--- config.mk ---
export PLATFORM = sky130hd
export DESIGN_NAME = ps2_rx_controller_flat
export DESIGN_NICKNAME = d
export VERILOG_FILES = /design/src/rtl/ps2_evt_if.sv /design/src/rtl/ps2_rx_controller.sv /design/src/flat_wrapper.sv
export SDC_FILE = /design/constraint.sdc
export NUM_CORES = 1
export LEC_CHECK = 0
export CAP_MARGIN = 40
export CELL_PAD_IN_SITES_DETAIL_PLACEMENT = 1
export CELL_PAD_IN_SITES_GLOBAL_PLACEMENT = 2
export CORE_MARGIN = 1
export CORE_UTILIZATION = 40
export DETAILED_ROUTE_END_ITERATION = 8
export PLACE_DENSITY = 0.74
export REMOVE_ABC_BUFFERS = 1
export SYNTH_ARGS = -nofsm -noshare
export SYNTH_HDL_FRONTEND = slang
export SYNTH_SLANG_ARGS = --single-unit
--- constraint.sdc ---
create_clock -name clk -period 4.46 [get_ports clk]
set_input_delay 1.338 -clock clk [delete_from_list [all_inputs] [get_ports clk]]
set_output_delay 1.338 -clock clk [all_outputs]
set_load 0.005 [all_outputs]
--- src/rtl/ps2_evt_if.sv ---
// ps2_evt_if
// Key-event handshake between the PS/2 receiver and its consumer.
//   evt_valid : head event present (driven by the receiver)
//   evt_ready : consumer accepts the head event
//   evt_code  : 8-bit scan code of the head event
//   evt_ext   : head event was E0-prefixed
//   evt_break : head event was F0-prefixed (key release)
// Modports: master = event producer, slave = event consumer.
interface ps2_evt_if;
  logic       evt_valid;
  logic       evt_ready;
  logic [7:0] evt_code;
  logic       evt_ext;
  logic       evt_break;

  modport master (output evt_valid, output evt_code, output evt_ext,
                  output evt_break, input evt_ready);
  modport slave  (input evt_valid, input evt_code, input evt_ext,
                  input evt_break, output evt_ready);
endinterface

--- src/rtl/ps2_rx_controller.sv ---
// ps2_rx_controller
// Receives PS/2 keyboard frames in the clk domain: synchronizes the raw pins,
// frames start/8 data/parity/stop, checks odd parity and the stop bit, folds
// E0/F0 prefixes into one key event and queues events in a small FIFO.
//   clk, reset      : system clock, asynchronous active-high reset
//   ps2_clk/ps2_data: raw keyboard pins (asynchronous)
//   evt             : event handshake (master side), head of the FIFO
//   frame_err       : 1-cycle pulse on a bad or timed-out frame
//   overflow        : 1-cycle pulse when an event is dropped on a full FIFO
module ps2_rx_controller #(
  parameter int TIMEOUT_CYCLES = 5000,
  parameter int FIFO_DEPTH     = 4
) (
  input  logic      clk,
  input  logic      reset,
  input  logic      ps2_clk,
  input  logic      ps2_data,
  ps2_evt_if.master evt,
  output logic      frame_err,
  output logic      overflow
);
  localparam int PTR_W = $clog2(FIFO_DEPTH);
  localparam int CNT_W = PTR_W + 1;
  localparam int TO_W  = $clog2(TIMEOUT_CYCLES + 1);
  localparam logic [TO_W-1:0] TO_LAST = TO_W'(TIMEOUT_CYCLES - 1);

  typedef enum logic [1:0] {S_IDLE, S_DATA, S_PARITY, S_STOP} state_t;

  state_t           state_q, state_d;
  logic             clk_s1_q, clk_s1_d, clk_s2_q, clk_s2_d, clk_hist_q, clk_hist_d;
  logic             dat_s1_q, dat_s1_d, dat_s2_q, dat_s2_d;
  logic [2:0]       bitcnt_q, bitcnt_d;
  logic [7:0]       shift_q, shift_d;
  logic             par_q, par_d;
  logic [TO_W-1:0]  to_q, to_d;
  logic             ext_pend_q, ext_pend_d, brk_pend_q, brk_pend_d;
  logic             frame_err_q, frame_err_d, overflow_q, overflow_d;
  logic [PTR_W-1:0] wr_q, wr_d, rd_q, rd_d;
  logic [CNT_W-1:0] count_q, count_d;
  logic [9:0]       mem_q [FIFO_DEPTH];  // {ext, break, code}

  logic       fall, push, push_ok, pop, full, valid;
  logic [9:0] push_data;

  assign fall  = clk_hist_q & ~clk_s2_q;
  assign valid = (count_q != '0);
  assign full  = (count_q == CNT_W'(FIFO_DEPTH));
  assign pop   = valid & evt.evt_ready;

  always_comb begin
    state_d     = state_q;
    bitcnt_d    = bitcnt_q;
    shift_d     = shift_q;
    par_d       = par_q;
    ext_pend_d  = ext_pend_q;
    brk_pend_d  = brk_pend_q;
    frame_err_d = 1'b0;
    overflow_d  = 1'b0;
    push        = 1'b0;
    push_data   = {ext_pend_q, brk_pend_q, shift_q};
    clk_s1_d    = ps2_clk;
    clk_s2_d    = clk_s1_q;
    clk_hist_d  = clk_s2_q;
    dat_s1_d    = ps2_data;
    dat_s2_d    = dat_s1_q;
    to_d        = (state_q == S_IDLE || fall) ? '0 : to_q + TO_W'(1);

    if (fall) begin
      unique case (state_q)
        S_IDLE: begin
          // A high "start" bit is line noise; simply keep waiting.
          if (!dat_s2_q) begin
            state_d  = S_DATA;
            bitcnt_d = 3'd0;
          end
        end
        S_DATA: begin
          shift_d  = {dat_s2_q, shift_q[7:1]};
          bitcnt_d = bitcnt_q + 3'd1;
          if (bitcnt_q == 3'd7) state_d = S_PARITY;
        end
        S_PARITY: begin
          par_d   = dat_s2_q;
          state_d = S_STOP;
        end
        S_STOP: begin
          state_d = S_IDLE;
          if (dat_s2_q && ((^shift_q) ^ par_q)) begin
            if (shift_q == 8'hE0)      ext_pend_d = 1'b1;
            else if (shift_q == 8'hF0) brk_pend_d = 1'b1;
            else begin
              push       = 1'b1;
              ext_pend_d = 1'b0;
              brk_pend_d = 1'b0;
            end
          end else begin
            frame_err_d = 1'b1;
          end
        end
        default: state_d = S_IDLE;
      endcase
    end else if (state_q != S_IDLE && to_q == TO_LAST) begin
      // Keyboard stalled mid-frame: drop whatever was collected.
      state_d     = S_IDLE;
      bitcnt_d    = 3'd0;
      shift_d     = 8'h00;
      frame_err_d = 1'b1;
    end

    if (frame_err_d) begin
      ext_pend_d = 1'b0;
      brk_pend_d = 1'b0;
    end

    // A full FIFO can still take a push when the head leaves this cycle.
    push_ok    = push & (~full | pop);
    overflow_d = push & ~push_ok;
    wr_d       = push_ok ? wr_q + PTR_W'(1) : wr_q;
    rd_d       = pop ? rd_q + PTR_W'(1) : rd_q;
    count_d    = count_q + CNT_W'(push_ok) - CNT_W'(pop);
  end

  always_ff @(posedge clk or posedge reset) begin
    if (reset) begin
      state_q     <= S_IDLE;
      clk_s1_q    <= 1'b1;
      clk_s2_q    <= 1'b1;
      clk_hist_q  <= 1'b1;
      dat_s1_q    <= 1'b1;
      dat_s2_q    <= 1'b1;
      bitcnt_q    <= 3'd0;
      shift_q     <= 8'h00;
      par_q       <= 1'b0;
      to_q        <= '0;
      ext_pend_q  <= 1'b0;
      brk_pend_q  <= 1'b0;
      frame_err_q <= 1'b0;
      overflow_q  <= 1'b0;
      wr_q        <= '0;
      rd_q        <= '0;
      count_q     <= '0;
      for (int i = 0; i < FIFO_DEPTH; i++) mem_q[i] <= '0;
    end else begin
      state_q     <= state_d;
      clk_s1_q    <= clk_s1_d;
      clk_s2_q    <= clk_s2_d;
      clk_hist_q  <= clk_hist_d;
      dat_s1_q    <= dat_s1_d;
      dat_s2_q    <= dat_s2_d;
      bitcnt_q    <= bitcnt_d;
      shift_q     <= shift_d;
      par_q       <= par_d;
      to_q        <= to_d;
      ext_pend_q  <= ext_pend_d;
      brk_pend_q  <= brk_pend_d;
      frame_err_q <= frame_err_d;
      overflow_q  <= overflow_d;
      wr_q        <= wr_d;
      rd_q        <= rd_d;
      count_q     <= count_d;
      if (push_ok) mem_q[wr_q] <= push_data;
    end
  end

  assign evt.evt_valid = valid;
  assign evt.evt_code  = mem_q[rd_q][7:0];
  assign evt.evt_break = mem_q[rd_q][8];
  assign evt.evt_ext   = mem_q[rd_q][9];
  assign frame_err     = frame_err_q;
  assign overflow      = overflow_q;
endmodule

--- src/flat_wrapper.sv ---
// flat-port wrapper written by rule: the top's interface ports become plain ports
module ps2_rx_controller_flat 
#(
  parameter int TIMEOUT_CYCLES = 5000,
  parameter int FIFO_DEPTH     = 4
)
  (clk, reset, ps2_clk, ps2_data, frame_err, overflow, evt_evt_valid, evt_evt_code, evt_evt_ext, evt_evt_break, evt_evt_ready);
  ps2_evt_if evt_i ();
  input  logic clk;
  input  logic reset;
  input  logic ps2_clk;
  input  logic ps2_data;
  output logic frame_err;
  output logic overflow;
  output wire logic [$bits(evt_i.evt_valid)-1:0] evt_evt_valid;
  output wire logic [$bits(evt_i.evt_code)-1:0] evt_evt_code;
  output wire logic [$bits(evt_i.evt_ext)-1:0] evt_evt_ext;
  output wire logic [$bits(evt_i.evt_break)-1:0] evt_evt_break;
  input wire logic [$bits(evt_i.evt_ready)-1:0] evt_evt_ready;
  assign evt_evt_valid = evt_i.evt_valid;
  assign evt_evt_code = evt_i.evt_code;
  assign evt_evt_ext = evt_i.evt_ext;
  assign evt_evt_break = evt_i.evt_break;
  assign evt_i.evt_ready = evt_evt_ready;
  ps2_rx_controller #(.TIMEOUT_CYCLES(TIMEOUT_CYCLES), .FIFO_DEPTH(FIFO_DEPTH)) u_core (.clk(clk), .reset(reset), .ps2_clk(ps2_clk), .ps2_data(ps2_data), .evt(evt_i), .frame_err(frame_err), .overflow(overflow));
endmodule
==> reports/metrics.yaml, run 1 <==
post_cts_resize_count: 0
seqCellArea_um2: 2080
timing.final.crit_share_pct: 80.9
num_io_pins: 18
ys_types: 41
cts_sinks: 83
hold_viol: 0
cp-startpoint: "u_core.rd_q[0]"
finalSetupViolCount: 0
grt_setup_unrepaired: "false"
arrival_ps: 2270
synth_top_area_cell: "dfrtp_1"
grt_max_degree: 83
syn_to_final_growth_pct: 11.8
maxSlewViolCount: 0
fillers: 1006
skew_ps: 12.7
setup_ws_ps: 851
hp-class: "reg -> reg"
p_leak_uw: 0.00205
p_comb_share_pct: 29.0
crit_required_ps: 3120
synthTopCellsByCount: "dfrtp_1 (78), mux2_4 (40), inv_1 (23)"
grt_pass1_wl_mm: 13.8
timing.fmax_mhz: 277
cts_setup_buffers: 0
multi_input_area_um2: 1870
synthTopCellsByArea: "dfrtp_1 (47%), mux2_4 (15%), ha_1 (5.5%), mux4_2 (5.5%), dfstp_2 (3.2%)"
seqPwrFrac_pct: 45.9
crit_type: "reg -> out"
swShare_pct: 35.4
drt_iter0_markers: 25
core_um2: 9860
antennaDiodeCount: 0
std_cell_rows: 36
clk_latency_ps: 360
viasPerCell: 5.17
p_int_uw: 1440
maxCapViolations: 0
post_drt_wl_per_cell_um: 17.9
hp-start: "u_core.dat_s1_q"
synth_top_area_share_pct: 47.5
grt_pass1_vias: 2619
gp_congestion: 0.730
die_h_um: 103
post-route-min-period_ps: 3610
die_area_um2: 10700
cts_tree: "yes"
worst_pin_slew_ps: 846
seq_area_frac_synth_pct: 50.7
postCtsHoldBufs: 0
post-route-util_pct: 46.6
vdd_drop_max_mv: 0.227
drc: 0
grt.total_usage_pct: 17.4
yosysWarnings: 0
preCtsSetupSlack_ps: 940
slew_headroom_pct: 43.3
start_util_pct: 41.7
dr.pass1.iters: 4
yosysMostFrequentCell: "dfrtp_1"
port_buffers: 17
async_reset_ff_share_pct: 100
p_clk_share_pct: 25.1
root_buffer: "clkbuf_8"
nets: 348
cts-buffers-inserted: 9
grt_antenna_before_repair: 0
cp-end-kind: "output port"
start_kind: "register"
cts_htree_levels: 3
synth_edf_count: 0
synth.ff_latch_count: 83
outcome: "completed"
ant_nets: 0
worstPathMaxFanout: 12
clk_pin_slew_ps: 100
drive_gt1_share_pct: 25.5
synth_area_um2: 4110
clockBufferDepth: 2
synthFlopType: "dfrtp_1"
tns_ps: 0
synth_area_per_cell_um2: 13.4
routed_wl_mm: 8.25
power.density_nw_per_um2: 485
place_hpwl_mm: 5.56
globalRouteOverflowTotal: 0
switching_power_uw: 790
vias: 2388
die_x_um: 103
syn_inst: 306
r2r-start: "u_core.shift_q[3]"
-- power by group through the flow --
stage	Sequential (uW)	Clock, uW	Combinational (uW)
global placement	1030	0	626
global route	1050	604	726
floorplan	980	0	516
detailed placement	1040	0	653
finish	1020	559	647
CTS	1020	577	658
-- critical path, cell delays in order (launching register included) --
cell             delay, ps
dfrtp_1                830
mux4_2                 610
clkdlybuf4s50_1        460
-- metrics by stage --
step           cells  cell area [um2]  hold slack (ps)  total power, uW
5_1_grt          462             4600              364             2380
3_5_place_dp     446             4400              350             1690
4_1_cts          462             4600              363             2260
6_report         462             4600              354             2230
2_1_floorplan    295             4040              345             1500
3_3_place_gp     446             4400              347             1650
-- worst paths after layout --
check                                          to  slack, ps  cells past startpoint
max in group asynchronous         u_core.dat_s1_q       2680                      3
worst min register to register    u_core.dat_s2_q        350                      0
worst min-delay path              u_core.dat_s2_q        350                      0
worst max register to register  u_core.count_q[1]       1850                      8
min in group asynchronous        u_core.mem_q[38]       1130                      2
worst max-delay path              evt_evt_code[3]        850                      2
-- state kept, by name, indices dropped and copies added, names as in the netlist, 2 cells and up --
register	count
u_core.mem_q	40
u_core.count_q	3
u_core.bitcnt_q	3
u_core.shift_q	8
u_core.state_q	2
u_core.rd_q	2
u_core.to_q	13
u_core.wr_q	2
-- routing by layer --
metal	share of wire, %	global-route usage, %	wire (um)	vias up
li1	-	-	-	1112
met2	48	28.2	4000	21
met4	1.4	6.83	114	0
met5	0	0	0	-
met1	48	23.4	3980	1245
met3	2.0	2.96	165	10
-- placed cells by master, fill, tap and decap left out, drive strengths merged, types with 4 or more instances in the layout --
cell / n
mux4: 10
o31ai: 5
nor2b: 4
a22o: 8
xor2: 4
nand3: 7
inv: 24
mux2: 41
dfrtp: 78
ha: 18
nor3: 7
nor2: 14
dfstp: 5
o21ai: 7
xnor2: 12
and4: 4
nand4: 4
clkdlybuf4s50: 17
clkbuf: 9
nand2: 19
-- layout make-up --
cell class / instances / area share, %
flip-flops and latches: 83 / 45.3
multi-input cells: 189 / 40.6
repair buffers: 18 / 4.14
well taps: 133 / 3.62
clock buffers: 9 / 2.70
inverters: 23 / 1.91
clock inverters: 7 / 1.66
-- cells by family after synthesis --
| group | share of synthesized area, % |
|---|---|
| AOI/OAI and AO/OA | 5.05 |
| buffers and inverters | 3.87 |
| DFF | 50.7 |
| xor gates and xnor gates | 4.41 |
| muxes | 20.4 |
| and+or+nand+nor | 9.65 |
| adders and majority gates | 5.97 |
Note: power is estimated with default switching activity, not from simulation.
==> run 2, diff against run 1 <==
--- a/config.mk
+++ b/config.mk
@@ -9,9 +9,9 @@
 export CELL_PAD_IN_SITES_DETAIL_PLACEMENT = 1
 export CELL_PAD_IN_SITES_GLOBAL_PLACEMENT = 2
 export CORE_MARGIN = 1
-export CORE_UTILIZATION = 40
+export CORE_UTILIZATION = 39
 export DETAILED_ROUTE_END_ITERATION = 8
-export PLACE_DENSITY = 0.74
+export PLACE_DENSITY = 0.76
 export REMOVE_ABC_BUFFERS = 1
 export SYNTH_ARGS = -nofsm -noshare
 export SYNTH_HDL_FRONTEND = slang
==> constraint.sdc (replaced) <==
create_clock -name clk -period 3 [get_ports clk]
set_input_delay 0.9 -clock clk [delete_from_list [all_inputs] [get_ports clk]]
set_output_delay 0.9 -clock clk [all_outputs]
set_load 0.005 [all_outputs]
==> run 2 against run 1 <==
Effect of this change:
- clock-buffer cell count is 2 higher
- setup slack worse by 680 ps
- sequential power is 42% higher
- largest power group unchanged
- critical endpoint is now evt_evt_break
- critical path type unchanged
- cell count is 1.9% higher
- via count is 1.2% lower
==> reports/metrics.yaml, run 2 (synthesized netlist as in run 1, its figures left out) <==
largest_register_ffs: 40  # unchanged
crit_required_ps: 2100  # was 3120 ps
final_cell_mix: "dfrtp_1 (78), mux2_4 (40), inv_1 (22), nand2_1 (19), ha_1 (18)"  # unchanged
antennaDiodeCount: 0  # unchanged
r2r-end: "u_core.count_q[1]"  # unchanged
die_x_um: 105  # was 103 um
place_hpwl_mm: 5.54  # was 5.56 mm
hold_viol: 0  # unchanged
dr.pass1.iters: 4  # unchanged
clk_latency_ps: 360  # about the same
drt_iter0_markers: 70  # was 25
vdd_drop_max_mv: 0.266  # was 0.227 mV
cp-startpoint: "u_core.rd_q[0]"  # unchanged
tns_ps: 0  # unchanged
worst_pin_slew_ps: 772  # was 846 ps
core_um2: 10300  # was 9860 um2
final_area_um2: 4680  # was 4600 um2
fillers: 1080  # was 1006
grt_antenna_before_repair: 0  # unchanged
timing.fmax_mhz: 354
std_cell_rows: 37  # was 36
die_area_um2: 11000  # was 10700 um2
grt.total_usage_pct: 16.1  # was 17.4%
final_common_cell: "dfrtp_1"  # unchanged
nets: 355  # was 348
reg2reg_depth: 8  # unchanged
post_drt_wl_per_cell_um: 16.8  # was 17.9 um
hp-class: "reg -> reg"  # unchanged
cts-buffers-inserted: 9  # unchanged
start_kind: "register"  # unchanged
post_cts_resize_count: 0  # unchanged
timing.final.crit_share_pct: 94.2
cts_tree: "yes"  # unchanged
globalRouteOverflowTotal: 0  # unchanged
seqPwrFrac_pct: 42.9  # was 45.9%
clk_pin_slew_ps: 80  # was 100 ps
outcome: "completed"  # unchanged
ant_nets: 0  # unchanged
cts_htree_levels: 3  # unchanged
routed_wl_mm: 7.89  # was 8.25 mm
start_util_pct: 40.0  # was 41.7%
port_buffers: 17  # unchanged
root_buffer: "clkbuf_8"  # unchanged
p_clk_share_pct: 26.3  # was 25.1%
place_area_um2: 4460  # was 4400 um2
r2r-start: "u_core.shift_q[2]"  # was u_core.shift_q[3]
vias: 2360  # was 2388
crit_type: "reg -> out"  # unchanged
slew_headroom_pct: 48.3  # was 43.3%
worstPathMaxFanout: 12  # unchanged
p_int_uw: 2260  # was 1440 uW
clockBufferDepth: 2  # unchanged
max_flop_register: "u_core.mem_q"  # unchanged
reg_top3: "u_core.mem_q (40), u_core.to_q (13), u_core.shift_q (8)"  # unchanged
grt_pass1_wl_mm: 13.5  # was 13.8 mm
p_leak_uw: 0.00210  # was 0.00205 uW
grt_setup_unrepaired: "false"  # unchanged
viasPerCell: 5.01  # was 5.17
grt_max_degree: 34  # was 83
skew_ps: 12.5  # was 12.7 ps
drc: 0  # unchanged
postCtsHoldBufs: 0  # unchanged
finalSetupViolCount: 0  # unchanged
post-route-min-period_ps: 2830
grt_pass1_vias: 2595  # was 2619
switching_power_uw: 1130  # was 790 uW
maxSlewViolCount: 0  # unchanged
die_h_um: 105  # was 103 um
num_io_pins: 18  # unchanged
p_comb_share_pct: 30.9  # was 29.0%
swShare_pct: 33.4  # was 35.4%
power.density_nw_per_um2: 725  # was 485 nW/um2
cts_setup_buffers: 0  # unchanged
maxCapViolations: 0  # unchanged
arrival_ps: 1930  # was 2270 ps
rrSetupSlack_ps: 430  # was 1850 ps
syn_to_final_growth_pct: 13.9  # was 11.8%
crit_end: "evt_evt_break"  # was evt_evt_code[3]
drive_gt1_share_pct: 26.6  # was 25.5%
cts_sinks: 83  # unchanged
gp_congestion: 0.686  # was 0.730
cp-end-kind: "output port"  # unchanged
==> run 2: cell types whose count changed in the layout (fill, tap and decap cells not counted), sizes merged <==
cell and change:
clkbuf +2, clkinv -2, inv -2, buf +7, bufinv +1
==> run 2: how the worst min path moves through the flow <==
stage                              to            start  depth (start not counted)
floorplan           u_core.clk_hist_d  u_core.clk_s1_q                          0
global placement      u_core.dat_s2_q  u_core.dat_s1_q                          0
detailed placement  u_core.clk_hist_d  u_core.clk_s1_q                          0
CTS                 u_core.clk_hist_d  u_core.clk_s1_q                          0
global route        u_core.clk_hist_d  u_core.clk_s1_q                          0
finish              u_core.clk_hist_d  u_core.clk_s1_q                          0
==> run 2: cell type report <==
cell class,count,area [um2],share of cell area [%]
timing repair buffer,25,255,5.45
clock buffer,11,141,3.02
multi-input combinational,189,1870,39.9
sequential,83,2080,44.5
tap,136,170,3.64
clock inverter,4,75.1,1.60
inverter,23,87.6,1.87
==> run 2: per-stage QoR <==
step / hold slack, ps / power, uW / instances / utilization [%] / worst slack, ps
global route: 368 / 3620 / 471 / 45.5 / 89.1
finish: 359 / 3390 / 471 / 45.5 / 174
global placement: 346 / 2500 / 456 / 43.4 / 34.3
detailed placement: 348 / 2550 / 456 / 43.4 / -11.3
CTS: 361 / 3440 / 471 / 45.5 / 132
floorplan: 345 / 2230 / 295 / - / -28.5
==> run 2: power by group through the flow <==
stage / Combinational (uW) / Clock [uW] / Sequential, uW
3_5_place_dp: 1070 / 0 / 1480
5_1_grt: 1170 / 964 / 1480
3_3_place_gp: 1030 / 0 / 1470
6_report: 1050 / 892 / 1450
2_1_floorplan: 768 / 0 / 1460
4_1_cts: 1070 / 916 / 1460
==> run 2: worst max-delay path: stages (launching register included) <==
cell and delay [ps]:
dfrtp_1 330, buf_4 240, mux4_2 540, clkdlybuf4s50_1 460
==> run 2: layer usage <==
metal | global-route usage (%) | part of all wire [%] | vias up
met3 | 3.56 | 2.2 | 10
li1 | - | - | 1127
met2 | 26.2 | 48 | 24
met5 | 0 | 0 | -
met4 | 6.04 | 1.6 | 0
met1 | 20.9 | 49 | 1199
==> run 3, diff against run 2 <==
--- a/config.mk
+++ b/config.mk
@@ -10,6 +10,7 @@
 export CELL_PAD_IN_SITES_GLOBAL_PLACEMENT = 2
 export CORE_MARGIN = 1
 export CORE_UTILIZATION = 39
+export CTS_CLUSTER_DIAMETER = 30
 export DETAILED_ROUTE_END_ITERATION = 8
 export PLACE_DENSITY = 0.76
 export REMOVE_ABC_BUFFERS = 1
==> constraint.sdc (replaced) <==
create_clock -name clk -period 3 [get_ports clk]
set_input_delay 0.6 -clock clk [delete_from_list [all_inputs] [get_ports clk]]
set_output_delay 0.6 -clock clk [all_outputs]
set_load 0.005 [all_outputs]
==> run 3 against run 2 <==
Effect of this change:
- first-iteration DRC count down 27%
- die area is the same
- sequential cell count unchanged
- clock power shrank 1%
- maximum frequency up 8.9%
- setup slack better by 230 ps
- cell count shrank 0.64%
- largest power group unchanged
- highest routed layer unchanged
==> reports/metrics.yaml, run 3 (synthesized netlist as in run 1, its figures left out) <==
cts_htree_levels: 3  # unchanged
ant_nets: 0  # unchanged
worstPathMaxFanout: 10  # was 12
cts_setup_buffers: 0  # unchanged
grt.total_usage_pct: 16.8  # was 16.1%
cp-end-kind: "register"  # was output port
antennaDiodeCount: 0  # unchanged
die_area_um2: 11000  # unchanged
timing.fmax_mhz: 385  # was 354 MHz
drive_gt1_share_pct: 26.2  # was 26.6%
whs_ps: 353  # was 359 ps
clockBufferDepth: 2  # unchanged
instances_no_fill: 468  # was 471
skew_ps: 11.1  # was 12.5 ps
drt_iter0_markers: 51  # was 70
post_cts_resize_count: 0  # unchanged
critPathMaxStageDelay_ps: 480  # was 540 ps
p_leak_uw: 0.00209  # was 0.00210 uW
cts-buffers-inserted: 9  # unchanged
grt_setup_unrepaired: "false"  # unchanged
grt_pass1_vias: 2669  # was 2595
slew_headroom_pct: 41.9  # was 48.3%
crit_type: "reg -> reg"  # was reg -> out
cp_slowest_cell: "dfrtp_1"  # was mux4_2
core_um2: 10300  # unchanged
crit_required_ps: 3260  # was 2100 ps
std_cell_rows: 37  # unchanged
final_common_cell: "dfrtp_1"  # unchanged
dp.cells: 452  # was 456
port_buffers: 17  # unchanged
postCtsHoldBufs: 0  # unchanged
gp_congestion: 0.699  # was 0.686
vias: 2434  # was 2360
worst_pin_slew_ps: 868  # was 772 ps
grt_pass1_wl_mm: 14.1  # was 13.5 mm
syn_to_final_growth_pct: 12.8  # was 13.9%
num_io_pins: 18  # unchanged
die_x_um: 105  # unchanged
start_util_pct: 40.0  # unchanged
post_drt_wl_per_cell_um: 17.1  # was 16.8 um
outcome: "completed"  # unchanged
start_kind: "register"  # unchanged
clk_pin_slew_ps: 80  # about the same
viasPerCell: 5.20  # was 5.01
max_flop_register: "u_core.mem_q"  # unchanged
reg_top3: "u_core.mem_q (40), u_core.to_q (13), u_core.shift_q (8)"  # unchanged
drc: 0  # unchanged
vdd_drop_max_mv: 0.316  # was 0.266 mV
arrival_ps: 2850  # was 1930 ps
busiest_layer: "met2"  # unchanged
power.density_nw_per_um2: 723  # was 725 nW/um2
dr.pass1.iters: 4  # unchanged
grt_util_met3_pct: 4.55  # was 3.56%
cp_cell_sequence: "inv_1 -> ha_1 -> xnor3_1 -> xnor2_4 -> nand3_1 -> inv_1 -> ha_1 -> fa_1 -> xnor2_1"  # was buf_4 -> mux4_2 -> clkdlybuf4s50_1
grt_use_met1_pct: 21.6  # was 20.9%
finalSetupViolCount: 0  # unchanged
maxCapViolations: 0  # unchanged
groute.layer.met2.usage_pct: 26.9  # was 26.2%
nets: 351  # was 355
die_h_um: 105  # unchanged
grt_max_degree: 57  # was 34
cts_tree: "yes"  # unchanged
hp-class: "reg -> reg"  # unchanged
clk_latency_ps: 370  # was 360 ps
globalRouteOverflowTotal: 0  # unchanged
largest_register_ffs: 40  # unchanged
timing.final.crit_share_pct: 86.5  # was 94.2%
grt_antenna_before_repair: 0  # unchanged
root_buffer: "clkbuf_8"  # unchanged
tns_ps: 0  # unchanged
final_cell_mix: "dfrtp_1 (78), mux2_4 (40), inv_1 (22), nand2_1 (19), ha_1 (18)"  # unchanged
maxSlewViolCount: 0  # unchanged
post-route-min-period_ps: 2590  # was 2830 ps
routed_wl_mm: 8.00  # was 7.89 mm
cts_sinks: 83  # unchanged
place_hpwl_mm: 5.45  # was 5.54 mm
hold_viol: 0  # unchanged
==> run 3: cell count changes in the layout (fill, tap and decap cells not counted), sizes merged <==
cell and delta:
buf -4, clkinvlp -2, clkbuf -2, clkinv +5
==> run 3: worst max-delay path, delay by kind of cell (launching register included) <==
| kind | cells | cell delay [ps] |
|---|---|---|
| adders and majority gates | 3 | 870 |
| xor gates and xnor gates | 3 | 820 |
| buffers and inverters | 2 | 130 |
| and+or+nand+nor | 1 | 180 |
| DFF | 1 | 480 |
==> run 3: worst paths after layout <==
kind,depth (start not counted),endpoint,slack [ps],from
setup / recovery,9,u_core.count_q[2],410,u_core.shift_q[2]
hold / removal,0,u_core.dat_s2_q,350,u_core.dat_s1_q
setup reg to reg,9,u_core.count_q[2],410,u_core.shift_q[2]
hold reg to reg,0,u_core.dat_s2_q,350,u_core.dat_s1_q
max in group asynchronous,3,u_core.clk_hist_q,1710,reset
min in group asynchronous,2,u_core.mem_q[2],570,reset
==> run 3: layer usage <==
metal / part of all wire [%] / up-vias
met4: 1.6 / 0
li1: - / 1117
met5: 0 / -
met2: 49 / 22
met1: 47 / 1285
met3: 2.7 / 10
==> run 3: through the flow <==
stage | total power (uW) | utilization, % | area (um2) | setup slack, ps
2_1_floorplan | 2230 | - | 4040 | 271
3_3_place_gp | 2480 | 43.0 | 4420 | 255
3_5_place_dp | 2510 | 43.0 | 4420 | 228
4_1_cts | 3420 | 45.1 | 4640 | 385
5_1_grt | 3580 | 45.1 | 4640 | 246
6_report | 3360 | 45.1 | 4640 | 405
==> run 3: final cells by class <==
| class | count | area (um2) |
|---|---|---|
| flip-flops and latches | 83 | 2080 |
| fillers | 1100 | 5640 |
| well taps | 136 | 170 |
| multi-input cells | 189 | 1870 |
| inverters | 23 | 87.6 |
| clock buffers | 9 | 124 |
| repair buffers | 21 | 213 |
| clock inverters | 7 | 92.6 |
==> run 3: report_power, final <==
part	switching (uW)	total, uW	internal, uW
clock network	415	881	467
logic	528	1020	488
registers	185	1460	1270
